### src/rtl/sar_pkg.sv
// Shared constants for the successive-approximation search controller.
package sar_pkg;
   localparam int SAR_WIDTH = 4;

   localparam logic [1:0] S_IDLE   = 2'd0;
   localparam logic [1:0] S_TRY    = 2'd1;
   localparam logic [1:0] S_VERIFY = 2'd2;
   localparam logic [1:0] S_DONE   = 2'd3;
endpackage

### src/rtl/sar_search_ctrl.sv
// SAR controller: drives a trial operand to an external comparator and
// resolves one bit per cycle, MSB first, reporting result and step count.
module sar_search_ctrl
   import sar_pkg::*;
#(
   parameter int WIDTH = SAR_WIDTH,
   parameter int CNTW  = 3
) (
   input  logic             clk,
   input  logic             rst,
   input  logic             start,
   input  logic             cmp_eql,
   input  logic             cmp_gt,
   input  logic             cmp_lt,
   output logic [WIDTH-1:0] guess,
   output logic             busy,
   output logic             done,
   output logic [WIDTH-1:0] result,
   output logic [CNTW-1:0]  steps,
   output logic             err
);
   localparam int KW = $clog2(WIDTH);

   logic [1:0]       r_state;
   logic [KW-1:0]    r_k;
   logic [WIDTH-1:0] r_guess;
   logic [WIDTH-1:0] r_result;
   logic [CNTW-1:0]  r_steps;
   logic             r_err;

   logic             w_valid;
   logic             w_k0;
   logic [WIDTH-1:0] w_bit;
   logic [WIDTH-1:0] w_low;

   // exactly one flag high: odd parity but not all three
   assign w_valid = (cmp_eql ^ cmp_gt ^ cmp_lt)
                  & ~(cmp_eql & cmp_gt & cmp_lt);
   assign w_k0    = (r_k == '0);
   assign w_bit   = WIDTH'(1) << r_k;
   assign w_low   = w_bit >> 1;

   always_ff @(posedge clk) begin
      if (rst) begin
         r_state  <= S_IDLE;
         r_k      <= '0;
         r_guess  <= '0;
         r_result <= '0;
         r_steps  <= '0;
         r_err    <= 1'b0;
      end else begin
         unique case (r_state)
            S_IDLE: begin
               if (start) begin
                  r_guess <= WIDTH'(1) << (WIDTH - 1);
                  r_k     <= KW'(WIDTH - 1);
                  r_steps <= '0;
                  r_err   <= 1'b0;
                  r_state <= S_TRY;
               end
            end
            S_TRY: begin
               r_steps <= r_steps + CNTW'(1);
               if (!w_valid || (cmp_lt && w_k0)) begin
                  r_err    <= 1'b1;
                  r_result <= r_guess;
                  r_state  <= S_DONE;
               end else if (cmp_eql) begin
                  r_result <= r_guess;
                  r_state  <= S_DONE;
               end else if (cmp_gt) begin
                  // at k=0 w_low is zero, so this only clears bit 0
                  r_guess <= (r_guess & ~w_bit) | w_low;
                  if (w_k0) r_state <= S_VERIFY;
                  else      r_k     <= r_k - KW'(1);
               end else begin
                  r_guess <= r_guess | w_low;
                  r_k     <= r_k - KW'(1);
               end
            end
            S_VERIFY: begin
               r_steps  <= r_steps + CNTW'(1);
               r_result <= r_guess;
               r_err    <= ~(w_valid & cmp_eql);
               r_state  <= S_DONE;
            end
            S_DONE: begin
               r_state <= S_IDLE;
            end
         endcase
      end
   end

   assign guess  = r_guess;
   assign result = r_result;
   assign steps  = r_steps;
   assign err    = r_err;
   assign busy   = (r_state == S_TRY) || (r_state == S_VERIFY);
   assign done   = (r_state == S_DONE);

endmodule
### config.mk
export PLATFORM = sky130hd
export DESIGN_NAME = sar_search_ctrl
export DESIGN_NICKNAME = d
export VERILOG_FILES = /design/src/rtl/sar_pkg.sv /design/src/rtl/sar_search_ctrl.sv
export SDC_FILE = /design/constraint.sdc
export NUM_CORES = 1
export LEC_CHECK = 0
export ABC_AREA = 1
export CELL_PAD_IN_SITES_DETAIL_PLACEMENT = 2
export CELL_PAD_IN_SITES_GLOBAL_PLACEMENT = 2
export CORE_MARGIN = 2
export CORE_UTILIZATION = 27
export DETAILED_ROUTE_END_ITERATION = 8
export PLACE_DENSITY = 0.82
export SETUP_SLACK_MARGIN = 0.3
export SLEW_MARGIN = 0
export SYNTH_ARGS = -nofsm -noshare
export SYNTH_HDL_FRONTEND = slang
export SYNTH_SLANG_ARGS = --single-unit
export TNS_END_PERCENT = 5
### constraint.sdc
create_clock -name clk -period 1.75 [get_ports clk]
set_input_delay 0.4375 -clock clk [delete_from_list [all_inputs] [get_ports clk]]
set_output_delay 0.4375 -clock clk [all_outputs]
set_load 0.02 [all_outputs]
==> flow_metrics.tcl <==
set metrics [dict create \
    outcome "finished, final reports clean" \
    hold_path.class "reg2reg" \
    ir_drop_mv 0.8866 \
    path_max_fanout 7 \
    grt_use_met2_pct 34.66 \
    yosys-top-cells-area "dfxtp_1 (32%), ha_1 (15%), nand2_1 (11%), a21oi_1 (8.5%), inv_1 (6.8%)" \
    die_h_um 64.77 \
    antenna_found_initial 0 \
    cp.required_ns 1.90 \
    drive_above_1_share_pct 40.70 \
    p_sw_w 0.001394 \
    rr_endpoint "r_k[0]$_SDFFE_PP0P_" \
    cts_tree "done" \
    pin_count 20 \
    synth.net_count 157 \
    routed_wirelength_um 3505 \
    clk_latency_ns 0.25 \
    die_w_um 64.77 \
    cts_buffers 3 \
    grt_usage_pct 17.14 \
    seq_area_um2 327.8 \
    fin_cells 220 \
    route.detailed.wl_per_inst_um 15.93 \
    skew_ns 0.001932 \
    initial_core_util_pct 27.65 \
    avgSynthCellArea_um2 7.174 \
    cp-end-kind "register" \
    yosysUniqueCellTypes 24 \
    multiInputGateArea_um2 744.5 \
    grt_pass1_wl_um 5533 \
    min_from "result[1]$_SDFFE_PP0P_" \
    worstMarginPinSlew_ns 0.2749 \
    finalCritPeriodShare_pct 90.72 \
    coreArea_um2 3606 \
    cp_slowest_cell "dfxtp_2" \
    critPathKind "reg2reg" \
    ys_ff_latch 16 \
    fin_area_um2 1603 \
    combPwrFrac_pct 68.1 \
    dr_total_vias 1055 \
    crit_top_cell "inv_2" \
    grt_pass1_vias 1201 \
    grt_max_degree 11 \
    r2r-start "r_state[1]$_SDFFE_PP0P_" \
    sequentialPowerShare_pct 20.6 \
    path_cells "inv_2 > buf_6 > ha_4 > inv_8 > a21oi_4 > inv_2 > nor2_4 > nand4_1 > nand2_1 > nor2_1" \
    cts_root_buf "clkbuf_8" \
    tns_ns 0 \
    p_int_w 0.001540 \
    fin_crit_ns 1.588 \
    critPathMaxStageDelay_ns 0.33 \
    fmax_mhz 629.9 \
    hold_depth 2 \
    rr_worst_depth 10 \
    globalRouteMet3Util_pct 4.340 \
    cp_data_arrival_time_ns 1.74 \
    fill_cells 425 \
    nets 191 \
    synthCells 139 \
    placed_cells 216 \
    startpoint_type "register" \
    synth_top_cell_by_area "dfxtp_1" \
    diodes 0 \
    p_leak_nw 0.8421 \
    holdWs_ns 0.4857 \
    dp_hpwl_um 2597 \
    postCtsSetupBuffers 0 \
    clock_sinks 16 \
    finalHoldViolations 0 \
    first_pass_iters 4 \
    cts.clk_slew.worst_paths_ns 0.06 \
    finalSetupViolations 0 \
    hold_end "result[1]$_SDFFE_PP0P_" \
    clkPwrFrac_pct 11.3 \
    busiest_layer "met2" \
    place_congestion 0.7881 \
    synth_top_area_share_pct 32.12 \
    numPortBuffers 19 \
    drt-initial-drc-count 13 \
    ctsHoldBuffers 0 \
    drc 0 \
    overflow 0 \
    synth.cell_area_um2 997.2 \
    r2r_slack_ns 0.16 \
    switching_share_pct 47.51 \
    ant_nets 0 \
    relSlewSlack_pct 81.62 \
    routed_via_density 4.795 \
    cellPowerDensity_nw_per_um2 1831 \
    cts.path.max_buffers 2 \
    yosys_warnings 0 \
    slew_viol_final 0 \
    grt_setup_unrepaired "true" \
    area_delta_synth_final_pct 60.73 \
    cts_max_level 1 \
    row_count 22 \
    drv_cap 0 \
    dpl_cell_area_um2 1370 \
    grtUsageMet1_pct 16.77 \
    die_area_um2 4195 \
    ys_seq_area_share_pct 32.12 \
]
## power groups by stage
| stage | logic (W) | clock network (W) | registers (W) |
|---|---|---|---|
| after global placement | 0.00151 | 0 | 0.000579 |
| after floorplan | 0.000908 | 0 | 0.000664 |
| after CTS | 0.00163 | 0.000347 | 0.000585 |
| final | 0.00200 | 0.000331 | 0.000604 |
| after global routing | 0.00220 | 0.000360 | 0.000629 |
| after detailed placement | 0.00161 | 0 | 0.000591 |
## area by class of cell
type	count	area share (%)
Clock buffer	4	3.435
Tap cell	48	3.747
Sequential cell	16	20.45
Timing Repair Buffer	32	20.30
Inverter	20	5.621
Multi-Input combinational cell	100	46.45
## worst max-delay path, delay by kind of cell (launching register included)
kind,cells,cell delay [ns]
flip-flops,1,0.33
buffers and inverters,4,0.35
AND/OR/NAND/NOR,4,0.43
AO/OA/AOI/OAI,1,0.21
adder cells (fa/ha/maj),1,0.17
## stage by stage
stage	utilization, %	setup WS [ns]	power (W)
after floorplan	-	0.3043	0.001572
after global placement	37.99	-0.3327	0.002092
after detailed placement	37.99	-0.4358	0.002198
after CTS	39.42	0.03909	0.002563
after global routing	44.45	0.07372	0.003191
final	44.45	0.1624	0.002935
## worst max-delay path by stage
| stage | end | slack, ns | from |
|---|---|---|---|
| after floorplan | r_state[0]$_SDFFE_PP0P_ | 0.30 | cmp_gt |
| after detailed placement | guess[2]$_SDFFE_PP0P_ | -0.44 | cmp_gt |
| after global placement | guess[2]$_SDFFE_PP0P_ | -0.33 | cmp_gt |
| final | r_k[0]$_SDFFE_PP0P_ | 0.16 | r_state[1]$_SDFFE_PP0P_ |
| after global routing | r_state[1]$_SDFFE_PP0P_ | 0.07 | r_k[0]$_SDFFE_PP0P_ |
| after CTS | steps[0] | 0.04 | steps[0]$_SDFFE_PP0P_ |
## cells in the mapped netlist
cell type and n:
a21oi_1 17, a21oi_2 1, a21oi_4 1, buf_4 1
buf_6 1, clkbuf_1 1, dfxtp_1 16, ha_1 12
inv_1 18, inv_2 1, inv_4 1, nand2_1 29
nand2_2 2, nand3_1 12, nand4_1 3, nor2_1 10
nor2_2 3, nor3_1 1, o211ai_1 1, o21ai_0 4
o21ai_1 1, o21bai_1 1, or2_0 1, xor2_1 1
## cell usage in the layout (no fill, tap or decap), types with 2 or more instances in the layout
master / synthesis / final
nand4_1: 3 / 3
o21ai_0: 4 / 2
dfxtp_2: 0 / 3
o21ai_2: 0 / 3
nor2_4: 0 / 3
a21oi_2: 1 / 6
nand3_1: 12 / 9
buf_4: 1 / 13
clkbuf_8: 0 / 4
dlymetal6s2s_1: 0 / 12
nand2_1: 29 / 18
buf_6: 1 / 2
a21oi_1: 17 / 12
nand2_2: 2 / 9
inv_1: 18 / 11
nand3_2: 0 / 2
nand2_4: 0 / 4
clkbuf_2: 0 / 2
inv_4: 1 / 3
nor2_1: 10 / 10
dfxtp_1: 16 / 12
inv_2: 1 / 5
ha_4: 0 / 4
ha_1: 12 / 7
## repair_timing
| action | 4_1_cts | 5_1_grt |
|---|---|---|
| hold endpoints to repair | 0 | 0 |
| pin swaps | 0 | 25 |
| gates resized for setup | 9 | 80 |
| setup endpoints to repair | 30 | 30 |
## flip-flops by register name, indices dropped and copies added, names as in the netlist
| signal | flops |
|---|---|
| result | 4 |
| r_k | 2 |
| r_state | 2 |
| guess | 4 |
| steps | 3 |
| err | 1 |
## kinds of logic (layout without fill, tap and decap cells)
| family | count (synthesis) | count (layout) | share of synthesized area, % |
|---|---|---|---|
| AO/OA/AOI/OAI | 26 | 26 | 15.06 |
| XOR/XNOR | 1 | 1 | 0.8785 |
| adder cells (fa/ha/maj) | 12 | 12 | 15.06 |
| buffers and inverters | 23 | 56 | 10.04 |
| flip-flops | 16 | 16 | 32.12 |
| AND/OR/NAND/NOR | 61 | 61 | 26.85 |
## metal layers
metal,up-vias,share of wire [%]
met4,0,0.91
met5,-,0
met1,517,38
met3,5,2.9
li1,515,-
met2,18,58
Note: power is estimated with default switching activity, not from simulation.
